[config.mk]
export PLATFORM = sky130hd
export DESIGN_NAME = fb_swap_ctrl_flat
export DESIGN_NICKNAME = d
export VERILOG_FILES = /design/src/rtl/fb_swap_ctrl_if.sv /design/src/rtl/fb_swap_ctrl.sv /design/src/flat_wrapper.sv
export SDC_FILE = /design/constraint.sdc
export NUM_CORES = 1
export LEC_CHECK = 0
export ABC_AREA = 0
export CORE_MARGIN = 2
export CORE_UTILIZATION = 40
export DETAILED_ROUTE_END_ITERATION = 8
export PLACE_DENSITY = 0.66
export SKIP_LAST_GASP = 1
export SLEW_MARGIN = 5
export SYNTH_ARGS = -nofsm -noshare
export SYNTH_HDL_FRONTEND = slang
export SYNTH_SLANG_ARGS = --single-unit
[constraint.sdc]
create_clock -name clk -period 11.9 [get_ports clk]
set_clock_uncertainty 0.05 [all_clocks]
set_input_delay 1.785 -clock clk [delete_from_list [all_inputs] [get_ports clk]]
set_output_delay 1.785 -clock clk [all_outputs]
set_load 0.02 [all_outputs]
[src/rtl/fb_swap_ctrl_if.sv]
// fb_swap_ctrl_if: framebuffer memory write port with ready/valid handshake.
// addr carries {bank, pixel address}.
interface fb_swap_ctrl_if #(parameter int ADDR_W = 20);
   logic            we;
   logic [ADDR_W:0] addr;
   logic [7:0]      wdata;
   logic            ready;
   modport master (output we, addr, wdata, input ready);
   modport slave  (input we, addr, wdata, output ready);
endinterface

[src/rtl/fb_swap_ctrl.sv]
// fb_swap_ctrl: double-buffered framebuffer write controller, buffers pixels and swaps banks on vblank.
// Define FB_MISS_WRITE_EN to write BG_COLOR for miss pixels instead of discarding them.
module fb_swap_ctrl #(
   parameter int         DEPTH    = 16,
   parameter int         ADDR_W   = 20,
   parameter logic [7:0] BG_COLOR = 8'h00
) (
   input  logic              clk,
   input  logic              reset,
   input  logic [ADDR_W-1:0] fb_addr_w,
   input  logic              hit_w,
   input  logic [7:0]        bri_w,
   input  logic              valid_w,
   input  logic              swap,
   input  logic              vblank,
   fb_swap_ctrl_if.master    mem,
   output logic              disp_bank,
   output logic              frame_done,
   output logic              overflow
);
   localparam int AW = $clog2(DEPTH);
   typedef struct packed {
      logic              mark;
      logic              pix;
      logic              hit;
      logic [7:0]        bri;
      logic [ADDR_W-1:0] addr;
   } entry_t;
   typedef enum logic [1:0] {RUN, DRAIN, WAIT_VB} state_t;
   entry_t          fifo_q [DEPTH];
   entry_t          head, tail;
   logic [AW:0]     rd_q, rd_d, wr_q, wr_d;
   state_t          state_q, state_d;
   logic            out_v_q, out_v_d, bank_q, bank_d, done_q, done_d, ovf_q, ovf_d;
   logic [ADDR_W:0] addr_q, addr_d;
   logic [7:0]      wdata_q, wdata_d;
   logic            empty, full, push, pop, push_ok, head_wr;
   // pix separates real pixels from marker-only entries so a bare swap never writes
   assign head  = fifo_q[rd_q[AW-1:0]];
   assign tail  = '{mark: swap, pix: valid_w, hit: valid_w & hit_w, bri: bri_w, addr: fb_addr_w};
   assign empty = rd_q == wr_q;
   assign full  = (rd_q[AW] != wr_q[AW]) && (rd_q[AW-1:0] == wr_q[AW-1:0]);
   assign push  = valid_w | swap;
`ifdef FB_MISS_WRITE_EN
   assign head_wr = head.pix;
`else
   assign head_wr = head.pix & head.hit;
`endif
   always_comb begin
      state_d = state_q;
      addr_d  = addr_q;
      wdata_d = wdata_q;
      bank_d  = bank_q;
      done_d  = 1'b0;
      pop     = 1'b0;
      out_v_d = out_v_q & ~mem.ready;
      case (state_q)
         RUN: begin
            pop = !empty && (!out_v_q || mem.ready);
            if (pop && head_wr) begin
               out_v_d = 1'b1;
               addr_d  = {~bank_q, head.addr};
               wdata_d = head.hit ? head.bri : BG_COLOR;
            end
            if (pop && head.mark) state_d = DRAIN;
         end
         DRAIN: state_d = out_v_q ? DRAIN : WAIT_VB;
         WAIT_VB: if (vblank) begin
            bank_d  = ~bank_q;
            done_d  = 1'b1;
            state_d = RUN;
         end
         default: state_d = RUN;
      endcase
      // the pop frees a slot this cycle, so a full FIFO still accepts
      push_ok = push && (!full || pop);
      rd_d    = pop ? rd_q + 1'b1 : rd_q;
      wr_d    = push_ok ? wr_q + 1'b1 : wr_q;
      ovf_d   = ovf_q | (push & ~push_ok);
   end
   always_ff @(posedge clk) begin
      if (!reset) begin
         state_q <= RUN;
         rd_q    <= '0;
         wr_q    <= '0;
         out_v_q <= 1'b0;
         addr_q  <= '0;
         wdata_q <= '0;
         bank_q  <= 1'b0;
         done_q  <= 1'b0;
         ovf_q   <= 1'b0;
      end else begin
         state_q <= state_d;
         rd_q    <= rd_d;
         wr_q    <= wr_d;
         out_v_q <= out_v_d;
         addr_q  <= addr_d;
         wdata_q <= wdata_d;
         bank_q  <= bank_d;
         done_q  <= done_d;
         ovf_q   <= ovf_d;
      end
   end
   always_ff @(posedge clk) begin
      if (push_ok) fifo_q[wr_q[AW-1:0]] <= tail;
   end
   assign mem.we     = out_v_q;
   assign mem.addr   = addr_q;
   assign mem.wdata  = wdata_q;
   assign disp_bank  = bank_q;
   assign frame_done = done_q;
   assign overflow   = ovf_q;
endmodule

[src/flat_wrapper.sv]
// flat-port wrapper written by rule: the top's interface ports become plain ports
module fb_swap_ctrl_flat 
#(
   parameter int         DEPTH    = 16,
   parameter int         ADDR_W   = 20,
   parameter logic [7:0] BG_COLOR = 8'h00
)
  (clk, reset, fb_addr_w, hit_w, bri_w, valid_w, swap, vblank, disp_bank, frame_done, overflow, mem_we, mem_addr, mem_wdata, mem_ready);
  fb_swap_ctrl_if #(.ADDR_W(ADDR_W)) mem_i ();
  input  logic clk;
  input  logic reset;
  input  logic [ADDR_W-1:0] fb_addr_w;
  input  logic hit_w;
  input  logic [7:0] bri_w;
  input  logic valid_w;
  input  logic swap;
  input  logic vblank;
  output logic disp_bank;
  output logic frame_done;
  output logic overflow;
  output wire logic [$bits(mem_i.we)-1:0] mem_we;
  output wire logic [$bits(mem_i.addr)-1:0] mem_addr;
  output wire logic [$bits(mem_i.wdata)-1:0] mem_wdata;
  input wire logic [$bits(mem_i.ready)-1:0] mem_ready;
  assign mem_we = mem_i.we;
  assign mem_addr = mem_i.addr;
  assign mem_wdata = mem_i.wdata;
  assign mem_i.ready = mem_ready;
  fb_swap_ctrl #(.DEPTH(DEPTH), .ADDR_W(ADDR_W), .BG_COLOR(BG_COLOR)) u_core (.clk(clk), .reset(reset), .fb_addr_w(fb_addr_w), .hit_w(hit_w), .bri_w(bri_w), .valid_w(valid_w), .swap(swap), .vblank(vblank), .mem(mem_i), .disp_bank(disp_bank), .frame_done(frame_done), .overflow(overflow));
endmodule
==> flow_metrics.py, run 1 <==
metrics = {
    "clock_tree": {
        "post_cts_buffers": 0,
        "root_buffer": "clkbuf_16",
        "cts_hold_repair.buffers": 0,
        "cts_tree": "built",
        "clk_latency_ns": 0.58,
        "cts_buffers": 53,
        "clkTransAtPathRegs_ns": 0.06,
        "cts.sinks": 545,
        "clock_tree.buffer_depth": 3,
        "cts_resized": 0,
        "htree_levels": 2,
    },
    "worst_hold_path": {
        "hp-class": "reg2reg",
    },
    "worst_setup_path": {
        "critPathLaunchType": "primary input",
        "path_cells": "clkdlybuf4s50_1 -> nor2_1 -> a21oi_1 -> nand2_1 -> nor2_4",
        "cpMaxStageDelayCell": "nor2_4",
        "cp_max_fo": 31,
        "arrival_ns": 4.64,
        "critPathMaxStageDelay_ns": 0.97,
        "cp_data_required_time_ns": 12.03,
        "critPathKind": "in2reg",
        "crit_path_end_kind": "register",
    },
    "drt": {
        "wl_per_cell_microns": 22.7,
        "drtAntennaViolNets": 0,
        "wirelength_mm": 40.6,
        "drtPass1Iterations": 5,
        "post-route-drc-count": 0,
        "wl_met3_mm": 1.85,
        "drt_iter0_drc": 721,
        "met2RoutedLength_mm": 20.2,
        "routed.top_layer": "met4",
        "via_count": 9470,
        "wl_met1_mm": 17.7,
        "routed_via_density": 5.29,
    },
    "global_route": {
        "grt_pass1_wl_mm": 62.5,
        "grt_use_total": 0.156,
        "grt_max_degree": 64,
        "grt_pass1_vias": 10200,
        "grt_overflow_total": 0,
        "grt_antenna_before_repair": 0,
    },
    "floorplan": {
        "die_w_microns": 231,
        "die_h_microns": 231,
        "num_rows": 83,
        "ios": 68,
        "dieArea_sq_um": 53400,
        "core-area_sq_um": 51100,
        "initial_core_util": 0.404,
    },
    "placement": {
        "io_buffers": 67,
        "place_congestion": 0.771,
        "dpl.hpwl_mm": 21.7,
    },
    "run": {
        "cap_violations": 0,
    },
    "synthesis": {
        "syn_area_sq_um": 20600,
        "syn-instance-count": 980,
        "yosysWarnings": 0,
        "synth_area_per_cell_sq_um": 21.0,
        "synth_cell_types": 41,
        "ys_seq_area_frac": 0.770,
        "ys_ff_latch": 545,
        "syn-num-nets": 1020,
    },
    "sta": {
        "tns_ns": 0,
        "worstMarginPinSlew_ns": 1.17,
        "fin_crit_sh": 0.379,
        "relSlewSlack": 0.219,
        "max_freq_mhz": 222,
        "slew_viol_final": 0,
        "hold_violations": 0,
        "rsz0062_at_grt": "no",
        "period_needed_ns": 4.51,
        "setup_viol": 0,
    },
    "pwr": {
        "irDropWorstVdd_mv": 0.110,
        "power_density_nw_per_um2": 200,
        "p_leak_nw": 7.58,
        "fin_total_pwr_mw": 4.77,
    },
    "final_layout": {
        "final_layout_size_suffix_gt1_frac": 0.214,
        "mostFrequentLayoutCells": "edfxtp_1, mux4_2, clkdlybuf4s50_1",
        "num_antenna_cells": 0,
        "area_growth_syn_to_layout_pct": 15.6,
        "fill_cells": 4240,
        "nets": 1108,
        "layout_commonest_cell": "edfxtp_1",
    },
    "run_status": {
        "status": "finished clean",
    },
}
[synthesized netlist by cell type (all sizes together)]
cell       n  share of area
a211oi     3         0.0011
and4       1        0.00042
mux4     119           0.13
inv        7         0.0013
nand3      6         0.0015
nand3b     4         0.0015
dfxtp     49          0.048
nand2b     4         0.0012
o21bai     1        0.00036
nor3       4        0.00097
a31oi      2        0.00061
nand4      1        0.00030
a22o      56          0.024
nor4       3         0.0016
a2111oi    1        0.00042
ha         5         0.0030
xor2       6         0.0025
nor2b      2        0.00061
a211o      1        0.00042
xnor2      7         0.0030
nor2      32         0.0058
clkbuf    19         0.0035
a41oi      1        0.00042
clkinv     1        0.00018
o211ai     1        0.00036
nand4b     1        0.00042
and2       2        0.00061
nand2     48         0.0087
a21oi      4         0.0012
edfxtp   496           0.72
mux2i     32          0.016
o22ai      1        0.00030
buf       31          0.011
o21ai     29         0.0072
[metrics by stage]
stage	hold slack [ns]	cell area [sq um]	setup slack, ns	utilization	cells
floorplan	0.408	20600	6.68	-	980
global placement	0.397	22100	6.83	0.433	1693
detailed placement	0.403	22100	6.73	0.433	1693
CTS	0.411	23800	7.34	0.466	1789
global route	0.429	23800	7.15	0.466	1789
finish	0.406	23800	7.39	0.466	1789
[area by class of cell]
type	instances	area, sq um	share of cell area
inverters	8	30.0	0.00126
repair buffers	83	786	0.0330
multi-input cells	377	4550	0.191
clock inverters	34	365	0.0153
clock buffers	62	1360	0.0571
well taps	680	851	0.0357
flip-flops and latches	545	15900	0.667
[logic make-up after synthesis]
kind of cell	synth area share
buffers and inverters	0.0161
AOI/OAI and AO/OA	0.0362
muxes	0.146
xor gates and xnor gates	0.00552
DFF	0.770
and+or+nand+nor	0.0237
adders and majority gates	0.00303
[where the power goes]
group | internal, mW | total (mW) | switching (mW)
Combinational | 0.438 | 0.825 | 0.386
Clock | 0.987 | 1.67 | 0.682
Sequential | 2.17 | 2.27 | 0.101
[sequential cells by signal, indices dropped and copies added (netlist names), named ones only]
register / count
u_core.frame_done: 1
u_core.disp_bank: 1
u_core.mem.addr: 21
u_core.mem.wdata: 8
u_core.state_q: 2
u_core.overflow: 1
u_core.rd_q: 5
u_core.fifo_q: 496
u_core.wr_q: 5
u_core.mem.we: 1
[final timing paths]
kind | start | endpoint | slack [ns] | cells after the start
max | valid_w | u_core.fifo_q[8][21] | 7.39 | 5
min reg2reg | u_core.mem.addr[13] | u_core.mem.addr[13] | 0.41 | 2
min | u_core.mem.addr[13] | u_core.mem.addr[13] | 0.41 | 2
max reg2reg | register | u_core.mem.addr[1] | 8.01 | 6
[critical path, delay by kind of cell]
kind / cells / cell delay (ns)
AOI/OAI and AO/OA: 1 / 0.42
buffers and inverters: 1 / 0.91
and+or+nand+nor: 3 / 1.48
[per-layer routing]
| layer | global-route usage | up-vias |
|---|---|---|
| met2 | 0.264 | 209 |
| met4 | 0.0389 | 0 |
| li1 | - | 4218 |
| met3 | 0.0310 | 58 |
| met1 | 0.209 | 4985 |
| met5 | 0 | - |
Power figures use the tool's default switching activity.
==> run 2, diff against run 1 <==
Clock period 11.9 ns to 4.6 ns, I/O delays scaled along.
==> flow_metrics.py, run 2 (synthesized netlist as in run 1, its figures left out) <==
metrics = {
    "run_status": {
        "status": "finished clean",
    },
    "sta": {
        "relSlewSlack": 0.319,
        "rsz0062_at_grt": "no",
        "finalWorstSetupSlack_ns": 1.51,
        "timing.hold.ws_ns": 0.407,
        "hold_violations": 0,
        "worstMarginPinSlew_ns": 1.02,
        "tns_ns": 0,
        "max_freq_mhz": 324,
        "setup_viol": 0,
        "fin_crit_sh": 0.671,
        "slew_viol_final": 0,
        "period_needed_ns": 3.09,
    },
    "floorplan": {
        "num_rows": 83,
        "dieArea_sq_um": 53400,
        "ios": 68,
        "core-area_sq_um": 51100,
        "die_w_microns": 231,
        "die_h_microns": 231,
        "initial_core_util": 0.404,
    },
    "worst_setup_path": {
        "path_cells": "xor2_1 -> nor4_4 -> a21oi_1 -> nand2_1 -> nor2_4 -> buf_4",
        "cpMaxStageDelayCell": "dfxtp_1",
        "crit_path_end_kind": "register",
        "worst-r2r-setup-slack_ns": 1.51,
        "crit_start": "u_core.wr_q[2]",
        "cp_data_required_time_ns": 4.81,
        "endpoint": "u_core.fifo_q[8][26]",
        "r2r_cells": 6,
        "arrival_ns": 3.30,
        "cp_max_fo": 18,
        "timing.rr.end": "u_core.fifo_q[8][26]",
        "r2r-start": "u_core.wr_q[2]",
        "critPathLaunchType": "register",
        "critPathKind": "reg2reg",
        "critPathMaxStageDelay_ns": 0.60,
    },
    "final_layout": {
        "area_growth_syn_to_layout_pct": 16.4,
        "largest_reg_flops": 496,
        "mostFrequentLayoutCells": "edfxtp_1, mux4_2, clkdlybuf4s50_1",
        "fin_area_sq_um": 24000,
        "nets": 1119,
        "final_layout_size_suffix_gt1_frac": 0.226,
        "layout_commonest_cell": "edfxtp_1",
        "fill_cells": 4203,
        "num_antenna_cells": 0,
    },
    "drt": {
        "wl_per_cell_microns": 23.6,
        "wirelength_mm": 42.5,
        "routed_via_density": 5.39,
        "post-route-drc-count": 0,
        "drtAntennaViolNets": 0,
        "drt_iter0_drc": 828,
        "drtPass1Iterations": 5,
        "via_count": 9726,
    },
    "global_route": {
        "grt_overflow_total": 0,
        "grt_pass1_wl_mm": 63.5,
        "grt_pass1_vias": 10100,
        "grt_antenna_before_repair": 0,
        "grt_use_total": 0.160,
        "grt_max_degree": 56,
    },
    "clock_tree": {
        "post_cts_buffers": 0,
        "cts_buffers": 53,
        "cts_tree": "built",
        "clkTransAtPathRegs_ns": 0.07,
        "cts.sinks": 545,
        "cts_resized": 0,
        "htree_levels": 2,
        "root_buffer": "clkbuf_16",
        "cts_hold_repair.buffers": 0,
        "clk_latency_ns": 0.59,
        "clock_tree.buffer_depth": 3,
    },
    "placement": {
        "dpl.hpwl_mm": 24.0,
        "place_ws_ns": 0.925,
        "place_area_sq_um": 22300,
        "io_buffers": 67,
        "place_congestion": 0.786,
    },
    "pwr": {
        "netSwitchingFraction": 0.252,
        "p_clk_frac": 0.348,
        "p_leak_nw": 7.68,
        "comb_power_share": 0.181,
        "power.internal_mw": 9.26,
        "irDropWorstVdd_mv": 0.260,
        "switching_power_mw": 3.12,
        "seq_power_share": 0.471,
        "power_density_nw_per_um2": 516,
    },
    "run": {
        "cap_violations": 0,
    },
    "worst_hold_path": {
        "hp-class": "reg2reg",
    },
}
run 2: changes by cell type in the layout (fill, tap and decap cells not counted), moves of 2 or more:
cell and delta:
buf_4 +5, clkbuf_8 +5, clkinvlp_4 -2, bufinv_16 -4, clkinv_1 -7, clkbuf_1 +5
clkbuf_16 +2, buf_12 +6, clkinv_2 +2, clkinv_4 +2
run 2: final cells by class:
class / count / area, sq um / share of cell area
clock inverters: 26 / 240 / 0.0100
flip-flops and latches: 545 / 15900 / 0.662
inverters: 8 / 30.0 / 0.00125
well taps: 680 / 851 / 0.0355
multi-input cells: 377 / 4550 / 0.190
repair buffers: 94 / 943 / 0.0393
clock buffers: 74 / 1500 / 0.0624
run 2: worst min path at each step:
| stage | startpoint | endpoint | slack, ns | cells after the start |
|---|---|---|---|---|
| after floorplan | u_core.wr_q[4] | u_core.wr_q[4] | 0.41 | 2 |
| after global placement | u_core.mem.wdata[1] | u_core.mem.wdata[1] | 0.39 | 2 |
| after detailed placement | u_core.mem.addr[14] | u_core.mem.addr[14] | 0.40 | 2 |
| after CTS | u_core.mem.addr[14] | u_core.mem.addr[14] | 0.41 | 2 |
| after global routing | u_core.mem.addr[15] | u_core.mem.addr[15] | 0.42 | 2 |
| final | u_core.mem.addr[14] | u_core.mem.addr[14] | 0.41 | 2 |
run 2: power by group through the flow:
stage / clock, mW / combinational, mW / sequential [mW]
floorplan: 0 / 1.69 / 5.87
global placement: 0 / 2.26 / 5.94
detailed placement: 0 / 2.27 / 5.94
CTS: 4.39 / 2.28 / 5.84
global route: 4.58 / 2.39 / 5.87
finish: 4.31 / 2.24 / 5.83
run 2: through the flow:
step	util	std cells	power (mW)
floorplan	-	980	7.56
global placement	0.436	1704	8.20
detailed placement	0.436	1704	8.22
global route	0.470	1804	12.8
CTS	0.470	1804	12.5
finish	0.470	1804	12.4
run 2: layer usage:
layer | wire [microns] | global-route usage
met1 | 18100 | 0.219
met2 | 21000 | 0.264
met3 | 2320 | 0.0236
met4 | 1150 | 0.0589
met5 | 0 | 0
run 2: worst max-delay path, delay by kind of cell (launching register included):
| kind | cells | cell delay, ns |
|---|---|---|
| AO/OA/AOI/OAI | 1 | 0.42 |
| XOR/XNOR | 1 | 0.28 |
| flip-flops | 1 | 0.60 |
| AND/OR/NAND/NOR | 3 | 0.98 |
| buffers and inverters | 1 | 0.40 |
